--- src/rtl/serial_adder_ctrl.sv ---
// serial_adder_ctrl: bit-serial WIDTH-bit adder sequencer built around a
// single openlane_full_adder cell. One operand bit per clock, LSB first,
// with the running carry held in a flop between cycles.
// Optional feature macro: SERIAL_ADDER_SUB_EN adds a 'sub' input that turns
// the operation into op_a - op_b (two's complement: ~op_b plus carry 1).

module openlane_full_adder (
  input  logic a,
  input  logic b,
  input  logic carry_in,
  output logic sum,
  output logic carry_out
);
  assign sum       = a ^ b ^ carry_in;
  assign carry_out = (a & b) | (carry_in & (a ^ b));
endmodule

module serial_adder_ctrl #(
  parameter int WIDTH = 8
) (
  input  logic             clk,
  input  logic             rst,
  input  logic             in_valid,
  output logic             in_ready,
  input  logic [WIDTH-1:0] op_a,
  input  logic [WIDTH-1:0] op_b,
  input  logic             carry_in,
`ifdef SERIAL_ADDER_SUB_EN
  input  logic             sub,
`endif
  output logic             out_valid,
  input  logic             out_ready,
  output logic [WIDTH-1:0] sum,
  output logic             carry_out,
  output logic             busy
);

  localparam int CW = $clog2(WIDTH);

  typedef enum logic [1:0] {
    IDLE = 2'd0,
    RUN  = 2'd1,
    DONE = 2'd2
  } state_t;

  state_t           state_q, state_d;
  logic [CW-1:0]    cnt_q, cnt_d;
  logic             cy_q, cy_d;
  logic [WIDTH-1:0] a_q, a_d;
  logic [WIDTH-1:0] b_q, b_d;
  logic [WIDTH-1:0] sh_q, sh_d;
  logic [WIDTH-1:0] sum_q, sum_d;
  logic             cout_q, cout_d;
  logic             fa_s, fa_c;

  // Operand B and initial carry as latched on accept; subtract inverts B and
  // forces the carry so the cell computes a + ~b + 1.
  logic [WIDTH-1:0] b_load;
  logic             cy_load;
`ifdef SERIAL_ADDER_SUB_EN
  assign b_load  = sub ? ~op_b : op_b;
  assign cy_load = sub ? 1'b1  : carry_in;
`else
  assign b_load  = op_b;
  assign cy_load = carry_in;
`endif

  openlane_full_adder u_fa (
    .a         (a_q[0]),
    .b         (b_q[0]),
    .carry_in  (cy_q),
    .sum       (fa_s),
    .carry_out (fa_c)
  );

  // Handshake/status outputs decode straight from state; in_ready is masked
  // by rst so nothing can be accepted while reset is held.
  assign in_ready  = (state_q == IDLE) && !rst;
  assign out_valid = (state_q == DONE);
  assign busy      = (state_q != IDLE);
  assign sum       = sum_q;
  assign carry_out = cout_q;

  // Next-state and datapath: load on accept, shift one bit per RUN cycle,
  // publish the result register only on the final bit so sum/carry_out keep
  // the previous result while a new operation is in flight.
  always_comb begin
    state_d = state_q;
    cnt_d   = cnt_q;
    cy_d    = cy_q;
    a_d     = a_q;
    b_d     = b_q;
    sh_d    = sh_q;
    sum_d   = sum_q;
    cout_d  = cout_q;
    case (state_q)
      IDLE: begin
        if (in_valid && in_ready) begin
          a_d     = op_a;
          b_d     = b_load;
          cy_d    = cy_load;
          cnt_d   = '0;
          state_d = RUN;
        end
      end
      RUN: begin
        cy_d  = fa_c;
        sh_d  = {fa_s, sh_q[WIDTH-1:1]};
        a_d   = a_q >> 1;
        b_d   = b_q >> 1;
        cnt_d = cnt_q + CW'(1);
        if (cnt_q == CW'(WIDTH - 1)) begin
          cnt_d   = '0;
          sum_d   = {fa_s, sh_q[WIDTH-1:1]};
          cout_d  = fa_c;
          state_d = DONE;
        end
      end
      DONE: begin
        if (out_ready) state_d = IDLE;
      end
      default: state_d = IDLE;
    endcase
  end

  // State and datapath registers; reset abandons any operation in progress.
  always_ff @(posedge clk or posedge rst) begin
    if (rst) begin
      state_q <= IDLE;
      cnt_q   <= '0;
      cy_q    <= 1'b0;
      a_q     <= '0;
      b_q     <= '0;
      sh_q    <= '0;
      sum_q   <= '0;
      cout_q  <= 1'b0;
    end else begin
      state_q <= state_d;
      cnt_q   <= cnt_d;
      cy_q    <= cy_d;
      a_q     <= a_d;
      b_q     <= b_d;
      sh_q    <= sh_d;
      sum_q   <= sum_d;
      cout_q  <= cout_d;
    end
  end

endmodule

--- config.mk ---
export PLATFORM = sky130hd
export DESIGN_NAME = serial_adder_ctrl
export DESIGN_NICKNAME = d
export VERILOG_FILES = /design/src/rtl/serial_adder_ctrl.sv
export SDC_FILE = /design/constraint.sdc
export NUM_CORES = 1
export LEC_CHECK = 0
export CAP_MARGIN = 0
export CORE_ASPECT_RATIO = 1.4
export CORE_MARGIN = 1
export CORE_UTILIZATION = 30
export DETAILED_ROUTE_END_ITERATION = 10
export PLACE_DENSITY = 0.62
export SYNTH_ARGS = -nofsm -noshare
export SYNTH_HDL_FRONTEND = slang
export SYNTH_HIERARCHICAL = 1
export SYNTH_SLANG_ARGS = --single-unit
--- constraint.sdc ---
create_clock -name clk -period 1.4 [get_ports clk]
set_input_delay 0.42 -clock clk [delete_from_list [all_inputs] [get_ports clk]]
set_output_delay 0.42 -clock clk [all_outputs]
set_load 0.02 [all_outputs]
* Word level (Yosys, flattened, before mapping)
Index checks and enable logic that the tools add are counted.
** Word-level totals
- Register bits after elaboration :: 39
- Memories :: 0
- Latch bits :: 0
- Input port bits :: 21
- ROM bits :: 0
- Output and inout bits :: 12
- Bits in writable memories :: 0
** Cells by class
- Multipliers :: 0
- Equality and inequality tests :: 6
- Div/mod/pow operators :: 0
- Reduce and logical (&&, ||, !) cells :: 9
- Add/sub/neg operators :: 1
- Order comparisons :: 0
- Bitwise gates (word level) :: 5
- Shift operators :: 0
- Muxes and demuxes :: 13
** Operators by type and width (number)
- case mux 8 bit (2 select lines) :: 2
- two-way mux 8 bit :: 2
- two-way mux 2 bit :: 3
- two-way mux 3 bit :: 2
- case mux 2 bit (3 select lines) :: 1
- case mux 3 bit (2 select lines) :: 1
- inequality test 2 x 1 -> 1 bit, second input constant :: 2
- AND reduction 2 bit :: 2
- nonzero test 2 bit :: 2
- adder 3 x 1 -> 3 bit, second input constant :: 1
- equality test 3 bit, second input constant :: 1
- AND reduction 3 bit :: 1
- bitwise AND 1 bit :: 2
- equality test 2 x 1 -> 1 bit, second input constant :: 1
- equality test 2 bit, second input constant :: 1
- logical AND 1 bit :: 2
- logical NOT 2 bit :: 1
- inequality test 2 bit, second input constant :: 1
- case mux 1 bit (2 select lines) :: 1
- XOR 1 bit :: 2
- logical NOT 1 bit :: 1
- two-way mux 1 bit :: 1
- OR 1 bit :: 1

* Logic depth before layout (Yosys ltp)
Gate-level depths: netlist (run 1).
- Word-level depth :: 5
- Mapped depth :: 5
- Mapped depth without buffers :: 4

* Cells and area by module
Netlist (run 1), hierarchy kept.
** Modules (own cells, without submodules)
- serial_adder_ctrl :: area an instance 1711.6 um^2, cells each 147, times used 1, sequential area each 950.9 um^2
- openlane_full_adder :: area an instance 20.0 um^2, cells each 1, times used 1, sequential area each 0.0 um^2

* Least setup slack after synthesis (run 1)
No wires, ideal clock.
- Path type :: register -> output
- Start :: register state_q[0]
- End :: output in_ready
- Arrival :: 1.052 ns
- Slack :: -0.072 ns
- Stages on the path, launching flop included :: 3
- Path through :: dfrtp_1 -> or2_1 -> nor2_1
** Between the ends
- Word-level cells in the longest chain between the ends :: 2
** Ends and longest elaborated chain
- start, declared :: RTL line 46 : state_t state_q, state_d;
- start signal, assigned :: RTL line 138 : state_q <= state_d;
- logical NOT 2 bit :: RTL line 78 : assign in_ready = (state_q == IDLE) && !rst;
- logical AND 1 bit :: RTL line 78
- end, declared :: RTL line 24 : output logic in_ready,
No other way between the ends.

* Final worst setup path (run 1)
- Start :: register state_q[1]
- End :: output in_ready
The elaborated chain is that of the path after synthesis.

==> impl_metrics.env, run 1 <==
export IMPL_num_rows=32
export IMPL_setup_viol=29
export IMPL_fin_cells=270
export IMPL_outcome="finished, violations left"
export IMPL_cts_tree="built"
export IMPL_ir_worst_vdd_uv=795
export IMPL_cts_sinks=38
export IMPL_syn_nets=172
export IMPL_cap_viol_max_count=0
export IMPL_portBuffers=32
export IMPL_synth_seq_cells=38
export IMPL_antenna_found_initial=0
export IMPL_finalCoreUtilization_pct=44.4
export IMPL_hold_buffers=0
export IMPL_placed_cells=253
export IMPL_crit_fanout=2
export IMPL_grt_pass1_vias=1226
export IMPL_synth_area_mux_share_pct=17.6
export IMPL_die_h_um=91.9
export IMPL_worst_slew_pin_slew_ns=0.232
export IMPL_regArea_um2=951
export IMPL_initial_core_util_pct=31.3
export IMPL_hpwl_mm=2.17
export IMPL_dieArea_um2=6080
export IMPL_yosys_area_top_type_share_pct=54.9
export IMPL_violations="negative setup slack"
export IMPL_synthAdderAreaFrac_pct=2.60
export IMPL_grt_max_degree=21
export IMPL_ant_nets=0
export IMPL_ys_types=20
export IMPL_synth_top_cell_by_area="dfrtp_1"
export IMPL_fin_nets=225
export IMPL_grt_pass1_wl_mm=5.89
export IMPL_drc=0
export IMPL_vias=1225
export IMPL_layout_worst_path_cycle_share_pct=111
export IMPL_synth_top_family_by_area="multiplexers"
export IMPL_wl_per_cell_um=12.6
export IMPL_syn_area_per_cell_um2=11.7
export IMPL_slew_violations=0
export IMPL_drive_above_1_share_pct=36.6
export IMPL_cts_buffer_depth=2
export IMPL_fin_skew_ns=0.00462
export IMPL_clk_pin_slew_ns=0.07
export IMPL_max_freq_ghz=0.642
export IMPL_layout_commonest_cell="nand2_1"
export IMPL_synth_simple_gate_area_share_pct=13.4
export IMPL_ys_seq_area_share_pct=54.9
export IMPL_cts_htree_levels=2
export IMPL_cp_start_kind="register"
export IMPL_hold_class="reg -> reg"
export IMPL_synth_xor_area_share_pct=0
export IMPL_synthCells=148
export IMPL_cts_buffers=5
export IMPL_vias_per_cell=4.54
export IMPL_grt_usage_pct=12.9
export IMPL_synth_area_um2=1730
export IMPL_die_width_um=66.2
export IMPL_syn2layout_area_growth_pct=41.8
export IMPL_crit_required_ns=0.98
export IMPL_powerDensity_nw_per_um2=1900
export IMPL_synth_compound_area_share_pct=8.09
export IMPL_crit_arrival_ns=1.14
export IMPL_antenna_cells=0
export IMPL_root_buffer="clkbuf_8"
export IMPL_yosysWarningCount=6
export IMPL_place_area_um2=2230
export IMPL_fillers=549
export IMPL_p_leak_nw=1.17
export IMPL_core_um2=5530
export IMPL_setup_slack_ns=-0.157
export IMPL_period_needed_ns=1.56
export IMPL_yosys_top_cells_area="dfrtp_1 (55%), mux2i_1 (9.8%), nand2_1 (8.9%), mux2_4 (7.8%), o21ai_2 (5.1%)"
export IMPL_postLayoutCellArea_um2=2450
export IMPL_drt_wl_total_mm=3.39
export IMPL_criticalPathCategory="reg -> out"
export IMPL_cp_end_kind="output port"
export IMPL_mostFrequentLayoutCells="nand2_1 (41), dfrtp_1 (38), clkdlybuf4s50_1 (18), o21ai_2 (13), mux2i_1 (11)"
export IMPL_rsz0062_at_grt="yes"
export IMPL_worstSkewPairLatency_ns=0.29
export IMPL_hold_viol_final=0
export IMPL_overflow=0
export IMPL_io_pins=33
export IMPL_first_iter_violations=12
export IMPL_multi_input_area_um2=797
export IMPL_drtPass1Iterations=4
export IMPL_place_gp_congestion=0.650
export IMPL_slew_limit_headroom_pct=84.5
critical path: stages (launching register included):
cell,delay [ns]
dfrtp_1,0.38
or2_1,0.25
nor2_2,0.08
buf_4,0.14
metal layers:
layer,track usage [%],wire length (µm)
met1,16.6,1460
met2,20.6,1730
met3,3.73,153
met4,4.26,49
met5,0,0
final cells by class:
| cell class | instances | share of cell area (%) |
|---|---|---|
| multi-input cells | 101 | 32.5 |
| clock buffers | 7 | 3.52 |
| repair buffers | 53 | 21.3 |
| clock inverters | 1 | 0.204 |
| inverters | 2 | 0.306 |
| flip-flops and latches | 38 | 38.7 |
| well taps | 68 | 3.47 |
what timing repair did:
item / in CTS / in global routing
setup endpoints to repair: 42 / 42
resized for setup: 41 / 23
buffers inserted: 4 / 2
gates cloned: 3 / 1
pin swaps: 2 / 7
synthesized netlist by cell type, drive strengths merged:
master,instances
nor2b,1
nand2b,2
fa,1
o21bai,1
or3,1
clkbuf,1
nor4b,1
dfrtp,38
mux2,9
nor2,3
inv,2
mux2i,17
nand2,42
or2,1
buf,7
o21ai,19
ha,2
state kept, by name (all words and copies together) (netlist names):
name / flops
cnt_q: 3
a_q: 8
cy_q: 1
state_q: 2
sh_q: 7
b_q: 8
carry_out: 1
sum: 8
final timing paths:
check	startpoint	endpoint	slack, ns	depth (start not counted)
max reg2reg	state_q[1]	a_q[2]	-0.11	6
max	state_q[1]	in_ready	-0.16	3
max in group asynchronous	rst	carry_out	0.76	4
min in group asynchronous	rst	b_q[4]	0.50	4
min reg2reg	sh_q[1]	sh_q[1]	0.48	2
min	sh_q[1]	sh_q[1]	0.48	2
per-stage QoR:
step	hold WS (ns)	setup TNS (ns)	setup slack [ns]	total power, mW
3_3_place_gp	0.466	-11.40	-0.573	3.67
4_1_cts	0.486	-1.86	-0.188	4.57
3_5_place_dp	0.467	-12.04	-0.594	3.72
2_1_floorplan	0.446	0	0.00973	3.04
5_1_grt	0.508	-3.65	-0.218	5.05
6_report	0.481	-1.98	-0.157	4.67
report_power, final:
group	switching (mW)	internal, mW	leakage (nW)
sequential	0.254	1.51	0.502
clock	0.374	0.397	0.0482
combinational	1.07	1.06	0.619
total	1.70	2.97	1.17
cell families after synthesis:
kind of cell | Yosys count
compound gates | 20
fa+ha+maj | 3
simple gates | 51
flops | 38
mux | 26
buf+inv | 10
Power figures use the tool's default switching activity.
==> run 2: changes to the inputs <==
Settings changed: ABC_AREA set to 1, CORE_UTILIZATION 30 to 46, PLACE_DENSITY 0.62 to 0.83.
==> impl_metrics.env, run 2 <==
export IMPL_outcome="finished, violations left"
export IMPL_violations="negative setup slack"
export IMPL_ant_nets=0
export IMPL_initial_core_util_pct=48.6
export IMPL_synthCells=213
export IMPL_wl_met2_mm=1.89
export IMPL_fin_nets=289
export IMPL_layout_worst_path_cycle_share_pct=107
export IMPL_vias_per_cell=4.98
export IMPL_synth_compound_area_share_pct=6.04
export IMPL_multi_input_area_um2=768
export IMPL_finalSetupTns_ns=-0.201
export IMPL_ys_types=20
export IMPL_crit_required_ns=0.98
export IMPL_p_leak_nw=1.25
export IMPL_yosysWarningCount=6
export IMPL_synth_top_cells_by_count="nand2_1 (101), dfrtp_1 (38), nand3_1 (22)"
export IMPL_layout_commonest_cell="nand2_1"
export IMPL_grt_max_degree=20
export IMPL_cts_buffers=5
export IMPL_fillers=313
export IMPL_yosysMostFrequentCell="nand2_1"
export IMPL_place_area_um2=2250
export IMPL_pwr_share_clk_pct=13.5
export IMPL_grt_pass1_vias=1426
export IMPL_hpwl_mm=2.46
export IMPL_synthAdderAreaFrac_pct=2.50
export IMPL_antenna_found_initial=0
export IMPL_postLayoutCellArea_um2=2370
export IMPL_synth_seq_cells=38
export IMPL_drc=0
export IMPL_cts_sinks=38
export IMPL_worstSkewPairLatency_ns=0.28
export IMPL_syn2layout_area_growth_pct=31.6
export IMPL_dp_slack_ns=-0.614
export IMPL_synth_area_um2=1800
export IMPL_crit_fanout=2
export IMPL_synthArstFlopShare_pct=100
export IMPL_die_h_um=76.1
export IMPL_internal_power_mw=2.99
export IMPL_root_buffer="clkbuf_8"
export IMPL_ir_worst_vdd_uv=1290
export IMPL_first_iter_violations=63
export IMPL_io_pins=33
export IMPL_yosys_top_cells_area="dfrtp_1 (53%), nand2_1 (21%), nand3_1 (6.1%), o21ai_2 (3.4%), buf_6 (2.5%)"
export IMPL_syn_area_per_cell_um2=8.46
export IMPL_fin_skew_ns=0.00452
export IMPL_hold_viol_final=0
export IMPL_ys_seq_area_share_pct=52.7
export IMPL_rsz0062_at_grt="yes"
export IMPL_die_width_um=54.9
export IMPL_synth_xor_area_share_pct=0
export IMPL_clk_pin_slew_ns=0.07
export IMPL_crit_path_max_incr_delay_ns=0.40
export IMPL_yosys_area_top_type_share_pct=52.7
export IMPL_synth_top_cell_by_area="dfrtp_1"
export IMPL_grt_usage_pct=19.5
export IMPL_synth_area_mux_share_pct=0
export IMPL_setup_viol=3
export IMPL_cpMaxStageDelayCell="dfrtp_1"
export IMPL_wl_met1_mm=1.54
export IMPL_num_rows=26
export IMPL_hold_class="in -> async"
export IMPL_drive_above_1_share_pct=22.6
export IMPL_place_gp_congestion=0.698
export IMPL_setup_slack_ns=-0.0996
export IMPL_mostFrequentLayoutCells="nand2_1 (101), dfrtp_1 (38), nand3_1 (22), buf_4 (20), clkdlybuf4s50_1 (19)"
export IMPL_worst_slew_pin_slew_ns=0.219
export IMPL_cts_buffer_depth=2
export IMPL_portBuffers=32
export IMPL_crit_arrival_ns=1.08
export IMPL_switching_share_pct=41.6
export IMPL_syn_nets=237
export IMPL_power_switching_mw=2.13
export IMPL_dr_wl_met3_um=150
export IMPL_cp_start_kind="register"
export IMPL_drt_wl_total_mm=3.63
export IMPL_synth_edf_count=0
export IMPL_seq_power_share_pct=35.8
export IMPL_core_um2=3710
export IMPL_max_freq_ghz=0.667
export IMPL_power_frac_comb_pct=50.7
export IMPL_finalPower_mw=5.12
export IMPL_routed_top_layer="met4"
export IMPL_criticalPathCategory="reg -> out"
export IMPL_cp_end_kind="output port"
export IMPL_synth_simple_gate_area_share_pct=31.9
export IMPL_antenna_cells=0
export IMPL_cts_htree_levels=2
export IMPL_cts_tree="built"
export IMPL_drtPass1Iterations=6
export IMPL_overflow=0
export IMPL_powerDensity_nw_per_um2=2160
export IMPL_regArea_um2=951
export IMPL_cap_viol_max_count=0
export IMPL_cp_cell_sequence="nor2_2 > inv_2 > nor2_4 > buf_6"
export IMPL_grt_pass1_wl_mm=5.98
export IMPL_synthFlopType="dfrtp_1"
export IMPL_slew_limit_headroom_pct=85.4
export IMPL_synth_top_family_by_area="simple AND/OR/NAND/NOR gates"
export IMPL_slew_violations=0
export IMPL_dieArea_um2=4180
export IMPL_vias=1530
export IMPL_period_needed_ns=1.50
export IMPL_wl_per_cell_um=11.8
[run 2: changes by cell type after synthesis, sizes merged, moves of 2 or more]
cell	change
nand2	+62
nand3	+23
mux2i	-17
inv	+9
mux2	-9
buf	+4
o21ai	-4
nand2b	-2
nand4	+2
nor2	+2
[run 2: area by class of cell]
type	instances	share of cell area, %
clock buffer	7	3.22
inverter	11	2.00
sequential	38	40.1
multi-input combinational	153	32.4
tap	42	2.22
timing repair buffer	56	20.1
[run 2: kinds of logic (layout without fill, tap and decap cells)]
kind of cell,Yosys count,count (layout)
and+or+nand+nor,134,134
DFF,38,38
buffers and inverters,22,74
AOI/OAI and AO/OA,16,16
adders and majority gates,3,3
[run 2: metrics by stage]
stage | hold slack [ns] | cells | utilization (%)
after floorplan | 0.410 | 213 | -
after global placement | 0.464 | 295 | 60.8
after detailed placement | 0.468 | 295 | 60.8
after CTS | 0.468 | 304 | 64.2
after global routing | 0.496 | 307 | 64.0
final | 0.474 | 307 | 64.0
[run 2: per-layer routing]
metal | global-route usage (%) | vias up
met2 | 33.3 | 45
met5 | 0 | -
li1 | - | 769
met4 | 5.25 | 0
met3 | 5.99 | 5
met1 | 22.7 | 711
[run 2: worst paths after layout]
path                       startpoint        to  slack [ns]  cells past startpoint
min                               rst    b_q[3]        0.47                      4
max reg2reg                state_q[1]  cnt_q[2]        0.08                      7
max in group asynchronous         rst   sh_q[6]        0.69                      4
min reg2reg                    sum[3]    sum[3]        0.48                      2
max                        state_q[0]  in_ready        -0.1                      4
min in group clk               sum[3]    sum[3]        0.48                      2
[run 2: repair_timing]
action | in CTS | in global routing
pin swaps | 2 | 2
endpoints found under the setup margin | 27 | 34
hold endpoints to repair | 0 | 0
hold buffers | 0 | 0
buffers inserted | 2 | 3
gates resized for setup | 42 | 14
[run 2: power groups by stage]
stage / registers, mW / logic (mW) / clock network (mW)
floorplan: 1.92 / 1.62 / 0
global placement: 1.82 / 2.35 / 0
detailed placement: 1.84 / 2.45 / 0
CTS: 1.83 / 2.52 / 0.712
global route: 1.87 / 2.92 / 0.762
finish: 1.83 / 2.59 / 0.693
[run 2: worst max-delay path: cells and delay by family, from the launching register on]
kind                   cells  cell delay [ns]
buffers and inverters      2             0.18
flip-flops                 1             0.40
AND/OR/NAND/NOR            2             0.21
==> run 3: changes to the inputs <==
Settings changed: SYNTH_HIERARCHICAL 1 to not set.
==> impl_metrics.env, run 3 <==
export IMPL_grt_pass1_wl_mm=6.15
export IMPL_synthCells=213
export IMPL_cts_buffers=5
export IMPL_max_freq_ghz=0.642
export IMPL_synthFlopType="dfrtp_1"
export IMPL_hold_class="reg -> reg"
export IMPL_antenna_found_initial=0
export IMPL_met2_usage_pct=32.2
export IMPL_rr_worst_depth=8
export IMPL_syn_area_per_cell_um2=8.46
export IMPL_top_usage_layer="met2"
export IMPL_die_width_um=54.9
export IMPL_cp_depth=4
export IMPL_synthArstFlopShare_pct=100
export IMPL_layout_worst_path_cycle_share_pct=111
export IMPL_crit_path_max_incr_delay_ns=0.41
export IMPL_overflow=0
export IMPL_hp_start="carry_out"
export IMPL_yosys_top_cells_area="dfrtp_1 (53%), nand2_1 (21%), nand3_1 (6.1%), o21ai_2 (3.4%), buf_6 (2.5%)"
export IMPL_fin_cells=309
export IMPL_grt_max_degree=39
export IMPL_cpMaxStageDelayCell="dfrtp_1"
export IMPL_crit_start="state_q[0]"
export IMPL_io_pins=33
export IMPL_setup_slack_ns=-0.159
export IMPL_drc=0
export IMPL_period_needed_ns=1.56
export IMPL_holdPathStages=2
export IMPL_crit_family="flip-flops"
export IMPL_drt_wl_total_mm=4.16
export IMPL_rsz0062_at_grt="yes"
export IMPL_violations="negative setup slack"
export IMPL_portBuffers=32
export IMPL_outcome="finished, violations left"
export IMPL_place_area_um2=2260
export IMPL_fillers=287
export IMPL_synth_top_cell_by_area="dfrtp_1"
export IMPL_drtPass1Iterations=4
export IMPL_die_h_um=76.1
export IMPL_use_met1_pct=24.2
export IMPL_reg2reg_slack_ns=0.04
export IMPL_mostFrequentLayoutCells="nand2_1 (99), dfrtp_1 (38), clkdlybuf4s50_1 (19), nand3_2 (13), buf_4 (13)"
export IMPL_syn_nets=237
export IMPL_yosysWarningCount=0
export IMPL_cts_sinks=38
export IMPL_met3_usage_pct=7.58
export IMPL_hpwl_mm=2.29
export IMPL_setup_viol=3
export IMPL_core_um2=3710
export IMPL_ir_worst_vdd_uv=1340
export IMPL_initial_core_util_pct=48.6
export IMPL_root_buffer="clkbuf_8"
export IMPL_ant_nets=0
export IMPL_p_leak_nw=1.33
export IMPL_clk_pin_slew_ns=0.08
export IMPL_num_rows=26
export IMPL_reg2reg_from="state_q[1]"
export IMPL_vias_per_cell=5.03
export IMPL_vias=1553
export IMPL_cp_cell_sequence="nor2_2 > inv_2 > nor2_4 > buf_6"
export IMPL_cts_tree="built"
export IMPL_drive_above_1_share_pct=30.0
export IMPL_fin_skew_ns=0.00798
export IMPL_syn2layout_area_growth_pct=44.0
export IMPL_postLayoutCellArea_um2=2600
export IMPL_path_buf_inv=2
export IMPL_cp_start_kind="register"
export IMPL_wl_per_cell_um=13.5
export IMPL_cts_htree_levels=2
export IMPL_slew_limit_headroom_pct=68.0
export IMPL_yosysMostFrequentCell="nand2_1"
export IMPL_synth_edf_count=0
export IMPL_ys_seq_area_share_pct=52.7
export IMPL_grt_pass1_vias=1465
export IMPL_dieArea_um2=4180
export IMPL_cts_buffer_depth=2
export IMPL_placed_cells=292
export IMPL_worstSkewPairLatency_ns=0.30
export IMPL_cap_viol_max_count=0
export IMPL_powerDensity_nw_per_um2=2310
export IMPL_r2r_end="a_q[0]"
export IMPL_criticalPathCategory="reg -> out"
export IMPL_synth_seq_cells=38
export IMPL_worst_slew_pin_slew_ns=0.481
export IMPL_hold_viol_final=0
export IMPL_slew_violations=0
export IMPL_grt_usage_pct=20.1
export IMPL_antenna_cells=0
export IMPL_layout_commonest_cell="nand2_1"
export IMPL_first_iter_violations=33
export IMPL_synth_top_cells_by_count="nand2_1 (101), dfrtp_1 (38), nand3_1 (22)"
export IMPL_hold_end="carry_out"
export IMPL_multi_input_area_um2=862
export IMPL_cp_end_kind="output port"
export IMPL_dp_slack_ns=-0.630
export IMPL_crit_required_ns=0.98
export IMPL_synth_area_um2=1800
export IMPL_yosys_area_top_type_share_pct=52.7
export IMPL_crit_arrival_ns=1.14
export IMPL_ys_types=20
export IMPL_crit_fanout=3
export IMPL_regArea_um2=951
export IMPL_place_gp_congestion=0.755
export IMPL_fin_nets=290
run 3: worst max-delay path by stage:
stage | to
detailed placement | in_ready
finish | in_ready
CTS | in_ready
global route | in_ready
floorplan | cy_q
global placement | in_ready
run 3: area by class of cell:
class	count	area share [%]
flip-flops and latches	38	36.6
multi-input cells	154	33.2
repair buffers	56	20.9
clock buffers	6	3.18
clock inverters	2	2.31
well taps	42	2.02
inverters	11	1.73
run 3: what timing repair did:
action,in CTS,in global routing
hold buffers,0,0
resized for setup,51,26
setup endpoints to repair,12,39
gates cloned,0,2
setup buffers,5,6
pin swaps,9,5
run 3: cell families (layout without fill, tap and decap cells):
family | after synthesis | count (layout) | share of synthesized area (%)
AOI/OAI and AO/OA | 16 | 16 | 6.04
adders and majority gates | 3 | 3 | 2.50
buffers and inverters | 22 | 75 | 6.87
DFF | 38 | 38 | 52.7
and+or+nand+nor | 134 | 135 | 31.9
run 3: layer usage:
layer	vias to the layer above	routed length, µm
met4	0	71
met2	37	2280
met1	733	1650
met5	-	0
li1	777	-
met3	6	162
run 3: worst register-to-register path: cells and delay by family (launching register included):
family	cells	cell delay, ns
buffers and inverters	5	0.61
DFF	1	0.41
and+or+nand+nor	3	0.22
run 3: metrics by stage:
| step | utilization (%) | hold slack [ns] | power, mW | setup TNS (ns) |
|---|---|---|---|---|
| 6_report | 70.0 | 0.475 | 6.00 | -0.368 |
| 5_1_grt | 70.0 | 0.519 | 6.45 | -0.586 |
| 4_1_cts | 67.4 | 0.481 | 5.64 | -0.488 |
| 3_5_place_dp | 60.9 | 0.461 | 4.31 | -13.89 |
| 3_3_place_gp | 60.9 | 0.464 | 4.23 | -12.50 |
| 2_1_floorplan | - | 0.410 | 3.54 | -5.71 |
run 3: where the power goes:
| part | total, mW | internal, mW | switching [mW] |
|---|---|---|---|
| clock | 1.17 | 0.760 | 0.406 |
| sequential | 1.87 | 1.56 | 0.304 |
| combinational | 2.97 | 1.28 | 1.69 |
